[src/rtl/xconverter_wb_downsize_pkg.sv]
// Shared constants and types for the weight-buffer width converters.
// The write-side packer uses the same line layout and word ordering.
package xconv_wb_pkg;
    localparam int DWS        = 128;
    localparam int DWD        = 416;
    localparam int WORD_W     = 32;
    localparam int W416       = 13;
    localparam int W256       = 8;
    localparam int BEAT_WORDS = 4;
    localparam int BUF_WORDS  = 16;
    localparam int OFS256     = 160;
    localparam int CNT_W      = $clog2(BUF_WORDS + 1);

    typedef logic [WORD_W-1:0] word_t;

    typedef enum logic [1:0] {
        MODE_OFF = 2'd0,
        MODE_416 = 2'd1,
        MODE_256 = 2'd2
    } mode_e;

    function automatic logic [CNT_W-1:0] line_words(input mode_e m);
        case (m)
            MODE_416: return CNT_W'(W416);
            MODE_256: return CNT_W'(W256);
            default:  return '0;
        endcase
    endfunction
endpackage

[src/rtl/xconverter_wb_downsize_if.sv]
// SRAM read port and DMA beat stream of the read-side width converter.
interface xconverter_wb_downsize_if #(
    parameter int DWS   = 128,
    parameter int DWD   = 416,
    parameter int AW_WB = 13
) ();
    logic             wb_read;
    logic [AW_WB-1:0] wb_raddr;
    logic [DWD-1:0]   wb_rdata;
    // Beat moves on a cycle with mvalid & mready; while mvalid is high and
    // mready low, mvalid and rdata stay unchanged until the beat is taken.
    logic             mvalid;
    logic             mready;
    logic [DWS-1:0]   rdata;

    modport master (
        output wb_read, wb_raddr, mvalid, rdata,
        input  wb_rdata, mready
    );

    modport slave (
        input  wb_read, wb_raddr, mvalid, rdata,
        output wb_rdata, mready
    );
endinterface

[src/rtl/xconverter_wb_downsize_word_buf.sv]
// 16-word staging FIFO: appends one SRAM line (8 or 13 words) and pops
// 4-word beats, both possibly in the same cycle; word 0 is the oldest.
module xconv_word_buf
    import xconv_wb_pkg::*;
(
    input  logic             xclk,
    input  logic             xreset_n,
    input  logic             flush_i,
    input  logic             load_i,
    input  logic             pop_i,
    input  mode_e            mode_i,
    input  logic [DWD-1:0]   line_i,
    output logic [DWS-1:0]   head_o,
    output logic [CNT_W-1:0] cnt_o,
    output logic [CNT_W-1:0] cnt_d_o
);
    logic [BUF_WORDS-1:0][WORD_W-1:0] buf_q, buf_d, buf_s;
    logic [CNT_W-1:0]                 cnt_q, cnt_d, cnt_pop, n_load;
    word_t                            line_w [BUF_WORDS];
    logic [3:0]                       idx;

    always_comb begin
        for (int j = 0; j < BUF_WORDS; j++) line_w[j] = '0;
        if (mode_i == MODE_256) begin
            for (int j = 0; j < W256; j++) line_w[j] = line_i[OFS256 + WORD_W*j +: WORD_W];
        end else begin
            for (int j = 0; j < W416; j++) line_w[j] = line_i[WORD_W*j +: WORD_W];
        end
    end

    // Pop shifts first, then the returning line lands right after the survivors.
    always_comb begin
        cnt_pop = pop_i ? cnt_q - CNT_W'(BEAT_WORDS) : cnt_q;
        n_load  = load_i ? line_words(mode_i) : '0;
        buf_s   = pop_i ? (buf_q >> (BEAT_WORDS*WORD_W)) : buf_q;
        buf_d   = buf_s;
        idx     = '0;
        for (int i = 0; i < BUF_WORDS; i++) begin
            idx = 4'(CNT_W'(i) - cnt_pop);
            if (load_i && (CNT_W'(i) >= cnt_pop) && (CNT_W'(i) < cnt_pop + n_load))
                buf_d[i] = line_w[idx];
        end
        cnt_d = flush_i ? '0 : cnt_pop + n_load;
    end

    always_ff @(posedge xclk or negedge xreset_n) begin
        if (!xreset_n) begin
            buf_q <= '0;
            cnt_q <= '0;
        end else begin
            buf_q <= buf_d;
            cnt_q <= cnt_d;
        end
    end

    assign head_o  = buf_q[BEAT_WORDS-1:0];
    assign cnt_o   = cnt_q;
    assign cnt_d_o = cnt_d;
endmodule

[src/rtl/xconverter_wb_downsize.sv]
// Read-side converter: fetches 416/256-bit weight-buffer lines and streams
// them to the DMA as 128-bit beats; one SRAM read outstanding at a time.
module xconverter_wb_downsize
    import xconv_wb_pkg::*;
#(
    parameter int DWS   = 128,
    parameter int DWD   = 416,
    parameter int AW_WB = 13
) (
    input  logic                     xclk,
    input  logic                     xreset_n,
    input  logic [31:0]              maddr_sram_start,
    input  logic                     mode_wb2m416,
    input  logic                     mode_wb2m256,
    xconverter_wb_downsize_if.master bus,
    output logic [CNT_W-1:0]         dbg_cnt_o,
    output mode_e                    dbg_mode_o
);
    mode_e            mode_cur, mode_q;
    logic             active, start, flush, pop, load, issue, mvalid;
    logic             wb_read_q, rd_pend_q;
    logic [AW_WB-1:0] raddr_q;
    logic [CNT_W-1:0] cnt, cnt_nxt;
    logic [CNT_W:0]   need;
    logic [DWS-1:0]   head;
    logic [DWD-1:0]   line_in;
    logic             unused_addr_hi;

    always_comb begin
        mode_cur = MODE_OFF;
        if (mode_wb2m256)      mode_cur = MODE_256;
        else if (mode_wb2m416) mode_cur = MODE_416;
    end

    // A new or switched mode is a fresh job: flush and restart at the new address.
    assign active = (mode_cur != MODE_OFF);
    assign start  = active && (mode_cur != mode_q);
    assign flush  = start || !active;
    assign mvalid = (cnt >= CNT_W'(BEAT_WORDS));
    assign pop    = mvalid && bus.mready;
    assign load   = rd_pend_q;

    // Space is judged on the post-update count, so a read can issue in the
    // very cycle the previous line is landing.
    assign need  = {1'b0, cnt_nxt} + {1'b0, line_words(mode_cur)};
    assign issue = active && !start && !wb_read_q && (need <= (CNT_W+1)'(BUF_WORDS));

    assign line_in = bus.wb_rdata;

    xconv_word_buf u_buf (
        .xclk     (xclk),
        .xreset_n (xreset_n),
        .flush_i  (flush),
        .load_i   (load),
        .pop_i    (pop),
        .mode_i   (mode_cur),
        .line_i   (line_in),
        .head_o   (head),
        .cnt_o    (cnt),
        .cnt_d_o  (cnt_nxt)
    );

    always_ff @(posedge xclk or negedge xreset_n) begin
        if (!xreset_n) begin
            mode_q    <= MODE_OFF;
            wb_read_q <= 1'b0;
            rd_pend_q <= 1'b0;
            raddr_q   <= '0;
        end else begin
            mode_q    <= mode_cur;
            rd_pend_q <= wb_read_q && active && !start;
            if (!active) begin
                wb_read_q <= 1'b0;
                raddr_q   <= maddr_sram_start[AW_WB-1:0];
            end else if (start) begin
                wb_read_q <= 1'b1;
                raddr_q   <= maddr_sram_start[AW_WB-1:0];
            end else begin
                wb_read_q <= issue;
                if (wb_read_q) raddr_q <= raddr_q + AW_WB'(1);
            end
        end
    end

    assign bus.wb_read  = wb_read_q;
    assign bus.wb_raddr = raddr_q;
    assign bus.mvalid   = mvalid;
    assign bus.rdata    = head;
    assign dbg_cnt_o    = cnt;
    assign dbg_mode_o   = mode_q;
    assign unused_addr_hi = ^maddr_sram_start[31:AW_WB];
endmodule

[src/flat_wrapper.sv]
// flat-port wrapper written by rule: the top's interface ports become plain ports
module xconverter_wb_downsize_flat import xconv_wb_pkg::*;
#(
    parameter int DWS   = 128,
    parameter int DWD   = 416,
    parameter int AW_WB = 13
)
  (xclk, xreset_n, maddr_sram_start, mode_wb2m416, mode_wb2m256, dbg_cnt_o, dbg_mode_o, bus_wb_read, bus_wb_raddr, bus_mvalid, bus_rdata, bus_wb_rdata, bus_mready);
  xconverter_wb_downsize_if #(.DWS(DWS), .DWD(DWD), .AW_WB(AW_WB)) bus_i ();
  input  logic xclk;
  input  logic xreset_n;
  input  logic [31:0] maddr_sram_start;
  input  logic mode_wb2m416;
  input  logic mode_wb2m256;
  output logic [CNT_W-1:0] dbg_cnt_o;
  output mode_e dbg_mode_o;
  output wire logic [$bits(bus_i.wb_read)-1:0] bus_wb_read;
  output wire logic [$bits(bus_i.wb_raddr)-1:0] bus_wb_raddr;
  output wire logic [$bits(bus_i.mvalid)-1:0] bus_mvalid;
  output wire logic [$bits(bus_i.rdata)-1:0] bus_rdata;
  input wire logic [$bits(bus_i.wb_rdata)-1:0] bus_wb_rdata;
  input wire logic [$bits(bus_i.mready)-1:0] bus_mready;
  assign bus_wb_read = bus_i.wb_read;
  assign bus_wb_raddr = bus_i.wb_raddr;
  assign bus_mvalid = bus_i.mvalid;
  assign bus_rdata = bus_i.rdata;
  assign bus_i.wb_rdata = bus_wb_rdata;
  assign bus_i.mready = bus_mready;
  xconverter_wb_downsize #(.DWS(DWS), .DWD(DWD), .AW_WB(AW_WB)) u_core (.xclk(xclk), .xreset_n(xreset_n), .maddr_sram_start(maddr_sram_start), .mode_wb2m416(mode_wb2m416), .mode_wb2m256(mode_wb2m256), .bus(bus_i), .dbg_cnt_o(dbg_cnt_o), .dbg_mode_o(dbg_mode_o));
endmodule
[config.mk]
export PLATFORM = sky130hd
export DESIGN_NAME = xconverter_wb_downsize_flat
export DESIGN_NICKNAME = d
export VERILOG_FILES = /design/src/rtl/xconverter_wb_downsize_pkg.sv /design/src/rtl/xconverter_wb_downsize_if.sv /design/src/rtl/xconverter_wb_downsize_word_buf.sv /design/src/rtl/xconverter_wb_downsize.sv /design/src/flat_wrapper.sv
export SDC_FILE = /design/constraint.sdc
export NUM_CORES = 2
export LEC_CHECK = 0
export BUFFER_PORTS_ARGS = -buffer_cell sky130_fd_sc_hd__clkbuf_2
export CAP_MARGIN = 20
export CORE_MARGIN = 3
export CORE_UTILIZATION = 35
export DETAILED_ROUTE_END_ITERATION = 8
export PLACE_DENSITY = 0.65
export REMOVE_ABC_BUFFERS = 1
export SETUP_SLACK_MARGIN = 0.3
export SLEW_MARGIN = 20
export SYNTH_ARGS = -nofsm -noshare
export SYNTH_HDL_FRONTEND = slang
export SYNTH_SLANG_ARGS = --single-unit
export TNS_END_PERCENT = 20
[constraint.sdc]
create_clock -name xclk -period 13.2 [get_ports xclk]
set_input_delay 1.32 -clock xclk [delete_from_list [all_inputs] [get_ports xclk]]
set_output_delay 1.32 -clock xclk [all_outputs]
set_load 0.1 [all_outputs]
After elaboration in Yosys (flattened, before gate mapping)
Cells that the tools add are included.
{ "word_totals": {"reg_bits": 534, "out_inout_bits": 150, "wordCells": 249} }
{ "classes": {"add_sub_neg": 20, "order_cmp": 50, "n_eq_ne": 4, "n_mux": 78, "bitwise_logic": 16, "reduce_logical": 60} }
{ "ops": {"columns": ["cell", "count"], "rows": [
  ["32-bit binary-select mux with 4-bit select", 16],
  ["32-bit 2-to-1 mux", 48],
  ["512-bit 2-to-1 mux", 1],
  ["256-bit 2-to-1 mux", 1],
  ["160-bit 2-to-1 mux", 1],
  ["5-bit greater-or-equal comparator (second input constant)", 16],
  ["4-bit inverter with 5-bit output", 16],
  ["4-bit by 5-bit greater-or-equal comparator with 1-bit output (first input constant)", 8],
  ["4-bit by 5-bit < comparator with 1-bit output (first input constant)", 8],
  ["1-bit logical AND", 39],
  ["13-bit 2-to-1 mux", 3],
  ["2-bit nonzero test", 17],
  ["4-bit subtractor (first input constant)", 8],
  ["3-bit by 5-bit greater-or-equal comparator with 1-bit output (first input constant)", 4],
  ["3-bit by 5-bit < comparator with 1-bit output (first input constant)", 4],
  ["3-bit by 4-bit subtractor with 4-bit output (first input constant)", 4],
  ["5-bit 2-to-1 mux", 3],
  ["13-bit by 1-bit adder with 13-bit output (second input constant)", 1],
  ["1-bit by 5-bit greater-or-equal comparator with 1-bit output (first input constant)", 2],
  ["2-bit by 5-bit greater-or-equal comparator with 1-bit output (first input constant)", 2],
  ["1-bit by 5-bit < comparator with 1-bit output (first input constant)", 2],
  ["2-bit by 5-bit < comparator with 1-bit output (first input constant)", 2],
  ["4-bit one-hot mux with 2 select lines", 1],
  ["1-bit by 4-bit subtractor with 4-bit output (first input constant)", 2],
  ["14 further kinds", 19]
]} }

Depth between registers and ports, before layout
{ "logic_depth": {"depth_word": 12, "depth_mapped": 20, "depth_no_buf": 16} }

By module
Synthesis repeated with hierarchy kept, for this count alone.
{ "hier_totals": {"hier_cells": 5609, "area_unflattened_um2": 50970.1} }
{ "modules_own_cells": {"columns": ["module", "instances", "cells_per_inst", "area_per_inst_um2", "seq_area_each_um2"], "rows": [
  ["xconv_word_buf", 1, 5501, 49945.4, 12937.4],
  ["xconverter_wb_downsize", 1, 108, 1024.7, 425.4]
]} }

Worst setup path after synthesis
OpenSTA, ideal clock, no wires.
{ "synth_path": {"kind": "input -> register", "from": "input port bus_mready", "to": "register u_core.wb_read_q (netlist: u_core.bus.wb_read)", "setup_ns": 0.082, "arrival_time_ns": 5.228, "required_time_ns": 13.118, "slack_ns": 7.890, "path_stages": 18, "n_path_buf": 4, "path_cell_list": "buf_4 > xor2_1 > a21boi_0 > buf_2 > buf_1 > clkbuf_1 > ha_1 > a31oi_1 > xor2_1 > xnor2_1 > nor2_1 > ha_1 > nand3_1 > a21oi_1 > o21bai_1 > a21oi_1 > mux2i_1 > a31oi_1"} }
{ "synth_via": {"elab_chain_cells": 9} }
{ "synth_lines": {"columns": ["item", "line", "rtl"], "rows": [
  ["start: declaration", "flat_wrapper.sv:22", "input wire logic [$bits(bus_i.mready)-1:0] bus_mready;"],
  ["1-bit logical AND", "xconverter_wb_downsize.sv:40", "assign pop = mvalid && bus.mready;"],
  ["5-bit 2-to-1 mux", "xconverter_wb_downsize_word_buf.sv:33", "cnt_pop = pop_i ? cnt_q - CNT_W'(BEAT_WORDS) : cnt_q;"],
  ["5-bit adder", "xconverter_wb_downsize_word_buf.sv:43", "cnt_d = flush_i ? '0 : cnt_pop + n_load;"],
  ["5-bit 2-to-1 mux", "xconverter_wb_downsize_word_buf.sv:43", null],
  ["net u_core.cnt_nxt[3]", "xconverter_wb_downsize.sv:23", "logic [CNT_W-1:0] cnt, cnt_nxt;"],
  ["5-bit by 4-bit adder with 6-bit output", "xconverter_wb_downsize.sv:45", "assign need = {1'b0, cnt_nxt} + {1'b0, line_words(mode_cur)};"],
  ["6-bit by 5-bit <= comparator with 1-bit output", "xconverter_wb_downsize.sv:46", "assign issue = active && !start && !wb_read_q && (need <= (CNT_W+1)'(BUF_WORDS));"],
  ["1-bit logical AND", "xconverter_wb_downsize.sv:46", null],
  ["1-bit 2-to-1 mux", "xconverter_wb_downsize.sv:75", "end else if (start) begin"],
  ["1-bit 2-to-1 mux", "xconverter_wb_downsize.sv:72", "if (!active) begin"],
  ["end signal: assignment", "xconverter_wb_downsize.sv:79", "wb_read_q <= issue;"],
  ["end: declaration", "xconverter_wb_downsize.sv:21", "logic wb_read_q, rd_pend_q;"]
]} }
The timed path passes the listed nets, and every way through them passes these cells.
A chain may end at the register's enable or synchronous reset.

Worst setup path after layout
{ "layout_path": {"from": "register u_core.u_buf.cnt_q[0] (netlist: u_core.u_buf.cnt_o[0])", "to": "register u_core.u_buf.buf_q[156] (netlist bit)"} }
{ "layout_via": {"elab_chain_cells": 9} }
{ "layout_lines": {"columns": ["item", "line", "rtl"], "rows": [
  ["start: declaration", "xconverter_wb_downsize_word_buf.sv:18", "logic [CNT_W-1:0] cnt_q, cnt_d, cnt_pop, n_load;"],
  ["start signal: assignment", "xconverter_wb_downsize_word_buf.sv:52", "cnt_q <= cnt_d;"],
  ["5-bit by 3-bit greater-or-equal comparator with 1-bit output", "xconverter_wb_downsize.sv:39", "assign mvalid = (cnt >= CNT_W'(BEAT_WORDS));"],
  ["1-bit logical AND", "xconverter_wb_downsize.sv:40", null],
  ["5-bit 2-to-1 mux", "xconverter_wb_downsize_word_buf.sv:33", null],
  ["3-bit by 4-bit subtractor with 4-bit output", "xconverter_wb_downsize_word_buf.sv:39", "idx = 4'(CNT_W'(i) - cnt_pop);"],
  ["4-bit inverter with 5-bit output (not written as such)", "xconverter_wb_downsize_word_buf.sv:41", "buf_d[i] = line_w[idx];"],
  ["32-bit binary-select mux with 4-bit select", "xconverter_wb_downsize_word_buf.sv:41", null],
  ["32-bit 2-to-1 mux (not written as such) (2 in series)", "xconverter_wb_downsize_word_buf.sv:41", null],
  ["32-bit 2-to-1 mux", "xconverter_wb_downsize_word_buf.sv:40", "if (load_i && (CNT_W'(i) >= cnt_pop) && (CNT_W'(i) < cnt_pop + n_load))"],
  ["end signal: assignment", "xconverter_wb_downsize_word_buf.sv:51", "buf_q <= buf_d;"],
  ["end: declaration", "xconverter_wb_downsize_word_buf.sv:17", "logic [BUF_WORDS-1:0][WORD_W-1:0] buf_q, buf_d, buf_s;"]
]} }
Several ways; a longest one is shown, not always the timed one. The select of a mux whose other input is x is not followed.

==> impl_metrics.py <==
metrics = {
    "pwr": {
        "power_leakage_nw": 27.6,
        "total_power_mw": 7.52,
        "ir_drop_v": 0.000173,
        "power_density_mw_per_mm2": 135,
    },
    "critical_path": {
        "arrival_ns": 6.44,
        "setup.worst_path.start_class": "flip-flop",
        "critical_path.slowest_cell": "a311o_2",
        "crit_path_end_kind": "flip-flop",
        "path_max_fanout": 50,
        "criticalPathCategory": "flip-flop to flip-flop",
        "critical_path.max_stage_delay_ns": 1.00,
        "crit_top_cell": "buf_4",
        "reg2reg_depth": 10,
        "crit_chain": "or3b_1, a21boi_4, buf_4, ha_1, a31oi_1, xor2_1, xnor2_1, a311o_2, buf_4, mux2i_1",
        "worstPathRequired_ns": 13.78,
    },
    "logic_synthesis": {
        "yosysTopAreaCellShare_pct": 33.0,
        "synth_edf_count": 0,
        "synthFlopType": "dfrtp_1",
        "yosysSeqAreaShare_pct": 26.9,
        "synth_most_common_cell": "mux2i_1",
        "async_flop_share_pct": 100,
        "netlist_instances": 4413,
        "synth_warnings": 0,
        "ys_ff_latch": 534,
        "yosys.area.top_type": "mux2i_1",
        "synth_top_cells_by_count": "mux2i_1, dfrtp_1, mux4_2",
        "syn-cell-area_mm2": 0.0497,
        "synth_cell_types": 55,
        "syn_area_per_cell_um2": 11.3,
        "synth_area_leaders": "mux2i_1, dfrtp_1, mux4_2, nand2_1, buf_4",
    },
    "cts": {
        "cts_tree": "done",
        "cts_made_buffers": 72,
        "h-tree-depth": 3,
        "ctsResizeCount": 0,
        "clk_pin_slew_ns": 0.06,
        "clock-sinks": 534,
        "cts_setup_buffers": 0,
        "clockRootBuffer": "clkbuf_16",
        "clockBufferDepth": 3,
        "clkLatencyLatePin_ns": 0.68,
        "cts_hold_buf": 0,
    },
    "grt": {
        "grt_max_degree": 165,
        "antenna_found_initial": 3,
        "grt_pass1_wl_um": 250000,
        "grt_usage_pct": 22.5,
        "grt_pass1_vias": 38900,
        "grt-ovfl-total": 0,
    },
    "timing": {
        "slew_violations": 0,
        "clock_skew_ns": 0.0342,
        "fin_crit_ns": 5.86,
        "rsz0062_at_grt": "false",
        "setup_slack_ns": 7.34,
        "worstMarginPinSlew_ns": 1.13,
        "whs_ns": 0.522,
        "timing.final.crit_share_pct": 44.4,
        "max-slew-margin-rel_pct": 24.3,
        "setup_viol": 0,
        "max_freq_ghz": 0.171,
        "finalHoldViolCount": 0,
    },
    "finish": {
        "instances_no_fill": 6548,
        "area_growth_pct": 12.2,
        "finish.instance_area_mm2": 0.0558,
        "fillers": 13500,
        "drive_above_1_share_pct": 29.7,
        "nNetsFinal": 5090,
    },
    "floorplan": {
        "num_io_pins": 603,
        "die-area_mm2": 0.147,
        "die_x_um": 383,
        "start_util_pct": 35.4,
        "die_y_um": 383,
        "rows": 137,
        "coreArea_mm2": 0.140,
    },
    "drt": {
        "wl_per_cell_um": 25.9,
        "vias": 39200,
        "drc": 0,
        "drtIter0Drc": 3731,
        "firstDrtPassIters": 7,
        "drt_wl_total_um": 169000,
        "vias_per_cell": 5.98,
        "antenna_left": 0,
    },
    "placed_design": {
        "dp_hpwl_um": 118000,
        "post_dp_cell_area_mm2": 0.0533,
        "portBuffers": 583,
        "place_ws_ns": 6.67,
        "placed_cells": 6416,
        "globalplace.congestion": 0.850,
    },
    "hold_path": {
        "hold_depth": 2,
        "hold_path.class": "flip-flop to flip-flop",
    },
    "outcome": {
        "outcome": "finished clean",
    },
    "job": {
        "maxCapViolations": 0,
    },
}
## worst paths after layout
check | startpoint | end | slack (ns)
max | u_core.u_buf.cnt_o[0]$_DFF_PN0_ | u_core.u_buf.buf_q[156]$_DFFE_PN0P_ | 7.34
min | u_core.u_buf.buf_q[479]$_DFFE_PN0P_ | u_core.u_buf.buf_q[479]$_DFFE_PN0P_ | 0.52
max reg2reg | u_core.u_buf.cnt_o[0]$_DFF_PN0_ | u_core.u_buf.buf_q[156]$_DFFE_PN0P_ | 7.34
min reg2reg | u_core.u_buf.buf_q[479]$_DFFE_PN0P_ | u_core.u_buf.buf_q[479]$_DFFE_PN0P_ | 0.52
max in group asynchronous | xreset_n | u_core.u_buf.buf_q[184]$_DFFE_PN0P_ | 9.94
min in group asynchronous | xreset_n | u_core.u_buf.head_o[14]$_DFFE_PN0P_ | 0.72
## logic make-up (layout without fill, tap and decap cells)
kind of cell | after synthesis | count (layout) | share of synthesized area [%]
muxes | 2181 | 2181 | 55.5
xor gates and xnor gates | 29 | 29 | 0.594
other | 0 | 2 | 0
and+or+nand+nor | 669 | 669 | 5.64
buffers and inverters | 559 | 816 | 5.70
adders and majority gates | 22 | 22 | 0.554
AOI/OAI and AO/OA | 419 | 419 | 5.14
DFF | 534 | 534 | 26.9
## report_power, final
group          internal (mW)  switching, mW  leakage, nW
combinational          0.866           2.32         19.3
sequential              2.01          0.281         7.16
clock                   1.22          0.824         1.19
total                   4.09           3.43         27.6
## critical path, delay by kind of cell, from the launching register on
kind	cells	cell delay [ns]
flops	1	0.68
simple gates	1	0.62
fa+ha+maj	1	0.40
buf+inv	2	1.25
mux	1	0.25
compound gates	3	1.42
xor+xnor	2	1.08
## per-stage QoR
stage	util, %	TNS [ns]
detailed placement	38.0	0
floorplan	-	-7261.55
global route	39.8	0
global placement	38.0	0
CTS	39.8	0
finish	39.8	0
## cell type report
cell class / count / area [um2] / share of cell area, %
repair buffers: 675 / 3780 / 6.77
flip-flops and latches: 534 / 13400 / 24.0
inverters: 12 / 72.6 / 0.130
clock buffers: 106 / 2200 / 3.95
diodes: 2 / 5.00 / 0.00897
clock inverters: 23 / 229 / 0.411
multi-input cells: 3320 / 33800 / 60.5
well taps: 1876 / 2350 / 4.21
## cells in the final DEF, fill, tap and decap left out, drive strengths merged, types with 77 or more instances in the layout
| cell type | instances |
|---|---|
| nor3 | 135 |
| o21ai | 86 |
| a21oi | 202 |
| mux4 | 449 |
| buf | 94 |
| mux2 | 95 |
| mux2i | 1637 |
| nor2 | 77 |
| clkbuf | 687 |
| nand2 | 390 |
| dfrtp | 534 |
## registers in the layout (all words and copies together), names as in the netlist
register             flops
u_core.bus.wb_raddr     13
u_core.load              1
u_core.dbg_mode_o        2
u_core.bus.wb_read       1
u_core.u_buf.head_o    128
u_core.u_buf.cnt_o       5
u_core.u_buf.buf_q     384
## layer usage
layer | track usage (%) | wire length, um | vias to the layer above
met5 | 0 | 0 | -
met4 | 8.36 | 6140 | 0
met3 | 3.96 | 12900 | 347
met2 | 38.0 | 82200 | 1773
met1 | 28.9 | 68200 | 19900
li1 | - | - | 17100
(Power assumes the default switching activity.)
